[src/rtl/instruction_fetch.sv]
// Fetch stage: PC, word-organised instruction memory, IF/ID register.
// Ports: clk, reset, stall, branch_*, prog_*, instruction_out, pc_out, valid_out, fetch_fault.
module instruction_fetch #(
  parameter logic [63:0] RESET_PC  = 64'h0,
  parameter int          MEM_WORDS = 64
) (
  input  logic        clk,
  input  logic        reset,
  input  logic        stall,
  input  logic        branch_taken,
  input  logic [63:0] branch_target,
  input  logic        prog_we,
  input  logic [63:0] prog_addr,
  input  logic [31:0] prog_data,
  output logic [31:0] instruction_out,
  output logic [63:0] pc_out,
  output logic        valid_out,
  output logic        fetch_fault
);

  localparam int AW = $clog2(MEM_WORDS);
  localparam logic [31:0] NOP = 32'h00000013;

  typedef enum logic [1:0] {
    IDLE  = 2'd0,
    FETCH = 2'd1,
    FAULT = 2'd2
  } state_t;

  state_t      state, state_n;
  logic [63:0] pc, pc_n;
  logic [31:0] instr_n;
  logic [63:0] pc_out_n;
  logic        valid_n;
  logic        fault_n;

  logic [31:0] mem [MEM_WORDS];
  logic [63:0] pc_word;
  logic [31:0] rd_word;
  logic [AW-1:0] waddr;
  logic        unused_addr;

  assign pc_word = pc >> 2;
  assign rd_word = mem[pc[AW+1:2]];
  assign waddr   = prog_addr[AW+1:2];
  assign unused_addr = ^{prog_addr[63:AW+2], prog_addr[1:0]};

  // Write port is independent of the fetch FSM; the read above is
  // combinational from the old contents, so same-edge reads see old data.
  always_ff @(posedge clk) begin
    if (prog_we) mem[waddr] <= prog_data;
  end

  always_ff @(posedge clk or posedge reset) begin
    if (reset) begin
      state           <= IDLE;
      pc              <= RESET_PC;
      instruction_out <= NOP;
      pc_out          <= 64'h0;
      valid_out       <= 1'b0;
      fetch_fault     <= 1'b0;
    end else begin
      state           <= state_n;
      pc              <= pc_n;
      instruction_out <= instr_n;
      pc_out          <= pc_out_n;
      valid_out       <= valid_n;
      fetch_fault     <= fault_n;
    end
  end

  always_comb begin
    state_n  = state;
    pc_n     = pc;
    instr_n  = instruction_out;
    pc_out_n = pc_out;
    valid_n  = valid_out;
    fault_n  = fetch_fault;
    unique case (state)
      IDLE: begin
        if (!prog_we) state_n = FETCH;
      end
      FETCH: begin
        if (branch_taken) begin
          valid_n = 1'b0;
          instr_n = NOP;
          if (branch_target[1:0] != 2'b00) begin
            state_n = FAULT;
            fault_n = 1'b1;
          end else begin
            pc_n = branch_target;
          end
        end else if (stall) begin
          state_n = FETCH;
        end else if (pc_word >= 64'(MEM_WORDS)) begin
          state_n = FAULT;
          fault_n = 1'b1;
          valid_n = 1'b0;
          instr_n = NOP;
        end else begin
          instr_n  = rd_word;
          pc_out_n = pc;
          valid_n  = 1'b1;
          pc_n     = pc + 64'd4;
        end
      end
      FAULT: begin
        valid_n = 1'b0;
        instr_n = NOP;
        fault_n = 1'b1;
      end
      default: state_n = IDLE;
    endcase
  end

endmodule
[config.mk]
export PLATFORM = sky130hd
export DESIGN_NAME = instruction_fetch
export DESIGN_NICKNAME = d
export VERILOG_FILES = /design/src/rtl/instruction_fetch.sv
export SDC_FILE = /design/constraint.sdc
export NUM_CORES = 2
export LEC_CHECK = 0
export BUFFER_PORTS_ARGS = -buffer_cell sky130_fd_sc_hd__buf_4
export CAP_MARGIN = 20
export CORE_AREA = 2 2 495 497
export DETAILED_ROUTE_END_ITERATION = 8
export DIE_AREA = 0 0 497 499
export PLACE_DENSITY = 0.57
export RECOVER_POWER = 50
export SLEW_MARGIN = 5
export SYNTH_ARGS = -nofsm -noshare
export SYNTH_HDL_FRONTEND = slang
export SYNTH_SLANG_ARGS = --single-unit
[constraint.sdc]
create_clock -name clk -period 10.6 [get_ports clk]
set_input_delay 2.12 -clock clk [delete_from_list [all_inputs] [get_ports clk]]
set_output_delay 2.12 -clock clk [all_outputs]
set_load 0.005 [all_outputs]
### Yosys cells after proc, flatten, opt, wreduce, memory -nomap -nowiden

Memories as Yosys holds them, arrays and structs flattened.
Index checks and enable logic that the tools add are counted.

| word-level totals | value |
|---|---|
| register bits | 164 |
| memory bits (writable) | 2048 |
| input port bits | 165 |
| memories kept | 1 |

Memory list:

| name | words | width | rd ports | clocked after Yosys merged registers in | wr ports | RTL line | text |
|---|---|---|---|---|---|---|---|
| mem | 64 | 32 | 1 | 0 | 1 | 37 | `logic [31:0] mem [MEM_WORDS];` |

| cells by class | value |
|---|---|
| $add $sub $neg | 1 |
| $lt $le $gt $ge | 1 |
| equal/unequal tests | 10 |
| mux-type cells | 25 |
| bitwise gates (word level) | 4 |
| reduce and logical (&&, ||, !) cells | 8 |

Operators by type and width:

| kind | count |
|---|---|
| $mux 64 | 4 |
| $mux 32 | 3 |
| $add 64x3->64 const B | 1 |
| $pmux 32 s2 | 1 |
| $ge 62x7->1 const B | 1 |
| $reduce_and 4->1 | 4 |
| $mux 2 | 5 |
| $mux 1 | 9 |
| $ne 3x3->1 const B | 3 |
| $ne 2x2->1 const B | 3 |
| $pmux 2 s3 | 1 |
| $ne 4x4->1 const B | 1 |
| $not 1->1 | 4 |
| $pmux 1 s2 | 2 |
| $reduce_bool 2->1 | 2 |
| $eq 2x1->1 const B | 1 |
| $eq 2x2->1 const B | 1 |
| $logic_not 2->1 | 1 |
| $ne 2x1->1 const B | 1 |
| $reduce_and 2->1 | 1 |

### Depth between registers and ports, before layout

| logic depth | value |
|---|---|
| word-level depth | 5 |
| mapped depth | 11 |
| depth with buffers taken out | 7 |

### Worst setup path after synthesis

Ideal clock, no wire load.

| path | value |
|---|---|
| path type | input to register |
| start point | in prog_addr[5] |
| end point | mem mem[48][0], enable pin |
| library setup time | 0.461 ns |
| data arrival time | 4.844 ns |
| slack | 5.295 ns |
| stages on the path | 4 |
| path buffers | 1 |
| path through | clkbuf_1 -> nor2b_1 -> nand4b_1 -> nor3_1 |

RTL lines:

| element | RTL line | text |
|---|---|---|
| start: declaration | 13 | `input logic [63:0] prog_addr,` |
| end: declaration | 37 |  |

Straight into the memory's write port.

==> flow_summary.json <==
{
  "fin_util": 0.400,
  "netlist.area_leader.share": 0.727,
  "io_pins": 263,
  "worst-path-buf-inv": 2,
  "seq_area_frac_synth": 0.775,
  "grt_pass1_wl_mm": 337,
  "die_area_mm2": 0.248,
  "syn_nets": 4265,
  "synth_area_mm2": 0.0846,
  "drt_iter0_drc": 5258,
  "wirelength_mm": 241,
  "ys_ff_latch": 2212,
  "cp_max_fo": 85,
  "htreeDepth": 4,
  "clock_latency_ns": 0.88,
  "hold_viol": 0,
  "cts_hold_buffers": 0,
  "gp_congestion": 0.797,
  "hpwlAfterDp_mm": 128,
  "crit_path_end_kind": "async pin",
  "postCtsSetupRepairBufs": 0,
  "grt_overflow": 0,
  "rr_worst_depth": 7,
  "hold_start": "pc_out[39]",
  "grt_max_degree": 111,
  "drcViolationCount": 0,
  "synth.avg_cell_area_um2": 20.6,
  "final_area_mm2": 0.0971,
  "first_pass_iters": 6,
  "rows": 181,
  "setup_viol": 0,
  "slew_headroom": -2.77,
  "nNetsFinal": 4568,
  "fin_skew_ns": 0.0922,
  "postSynthCellCount": 4098,
  "p_leak_nw": 31.1,
  "tritoncts": "built",
  "crit_cells": 2,
  "area_growth_pct": 14.8,
  "synth_mux_area_frac": 0.143,
  "cp_slowest_cell": "clkinvlp_2",
  "grt_antenna_before_repair": 12,
  "status": "finished, violations left",
  "synth_top_family_by_area": "multiplexers",
  "root_buffer": "clkbuf_16",
  "netlist_top_cells_area": "edfxtp_1 (73%), mux4_2 (12%), dfrtp_1 (4.8%)",
  "synthArstFlopShare": 0.0741,
  "placed_area_mm2": 0.0906,
  "synth_fa_ha_area_frac": 0.000296,
  "max_stage_delay_ns": 3.07,
  "period_needed_ns": 6.11,
  "arrival_ns": 5.41,
  "port_buffers": 204,
  "cts_buffer_depth": 3,
  "synth_xor_area_frac": 0,
  "violations": "max-capacitance violations, max-slew violations",
  "post-route-period-util": 0.576,
  "worst_hold_path.endpoint": "pc_out[39]",
  "slew_violations": 2310,
  "hold_depth": 1,
  "max_freq_mhz": 164,
  "ys.flop_type": "edfxtp_1",
  "rsz0062_at_grt": "no",
  "synthDistinctLibCells": 60,
  "yosysTopAreaCell": "edfxtp_1",
  "synth_edf_count": 2048,
  "num_vias": 43500,
  "max_cap_violations": 37,
  "fp.coreArea_mm2": 0.243,
  "yosysWarnings": 0,
  "clk_pin_slew_ns": 0.06,
  "yosys.area_share.simple": 0.0314,
  "path_cells": "clkbuf_4 > clkinvlp_2",
  "mostFrequentLayoutCells": "edfxtp_1 (2048), mux4_2 (447), buf_4 (276)",
  "layout_commonest_cell": "edfxtp_1",
  "synth_compound_area_frac": 0.0362,
  "grt_pass1_vias": 43700,
  "fin_setup_tns_ns": 0,
  "cts_resized": 0,
  "cts_buffers": 212,
  "antenna_left": 0,
  "start_util": 0.349,
  "r2r_start": "pc[5]",
  "worst_pin_slew_ns": 5.63,
  "drive_above_1_share": 0.247,
  "timing.reg2reg.setup_slack_ns": 6.10,
  "r2r-end": "instruction_out[23]",
  "track_usage": 0.191,
  "critPathRequiredTime_ns": 9.90,
  "hp-class": "reg -> reg",
  "avgViaCountPerCell": 5.59,
  "clock_sinks": 2212,
  "p_per_area_mw_per_mm2": 229,
  "worstSetupPathType": "in -> async",
  "start_kind": "primary input",
  "die_h_um": 499,
  "cp_top_family": "buffers and inverters",
  "wl_per_cell_um": 30.9,
  "ir_drop_mv": 0.252,
  "die_x_um": 497
}
registers in the layout (all words and copies together), names as in the netlist:
signal / flops
mem: 2048
pc: 64
pc_out: 64
instruction_out: 32
state: 2
fetch_fault: 1
valid_out: 1
area by class of cell:
class | instances | area (um^2)
diodes | 5 | 12.5
clock buffers | 298 | 5840
clock inverters | 100 | 873
fillers | 21400 | 145000
inverters | 11 | 42.5
multi-input cells | 1639 | 18300
flip-flops and latches | 2212 | 65600
well taps | 3202 | 4010
repair buffers | 325 | 2400
routing by layer:
layer | routed length (um) | global-route usage
met5 | 23 | 0
met1 | 101000 | 0.267
met3 | 18600 | 0.0352
met2 | 113000 | 0.304
met4 | 8110 | 0.0628
synthesized netlist by cell type, drive strengths merged, types with 28 or more instances:
master,instances
a21oi,51
a221oi,40
a22oi,119
and2,65
buf,139
clkbuf,97
dfrtp,161
edfxtp,2048
mux2i,173
mux4,447
nand2,171
nand3,77
nand4,28
nor2,126
o21ai,71
per-stage QoR:
stage / power [mW] / instances / worst slack, ns / hold WS, ns
after CTS: 22.4 / 7786 / 5.84 / 0.480
after floorplan: 13.3 / 4098 / 4.05 / 0.440
after global routing: 23.0 / 7788 / 3.82 / 0.494
after global placement: 15.1 / 7388 / 5.04 / 0.465
final: 22.3 / 7792 / 4.49 / 0.482
after detailed placement: 15.2 / 7388 / 4.94 / 0.465
worst max path at each step:
stage	slack (ns)	end	start
3_3_place_gp	5.04	pc[22]	branch_taken
6_report	4.49	pc[3]	reset
3_5_place_dp	4.94	pc[29]	branch_taken
2_1_floorplan	4.05	fetch_fault	reset
4_1_cts	5.84	pc[29]	branch_taken
5_1_grt	3.82	pc[3]	reset
power breakdown:
part           internal (mW)  switching, mW  total, mW
clock network           3.99           3.31       7.30
logic                   2.00           3.00       5.00
registers               9.72          0.239       9.96
cells by family after synthesis:
kind of cell | Yosys count
muxes | 646
and+or+nand+nor | 558
buffers and inverters | 247
DFF | 2212
adders and majority gates | 2
AOI/OAI and AO/OA | 433
No activity file was read; power rests on OpenSTA's default activity.
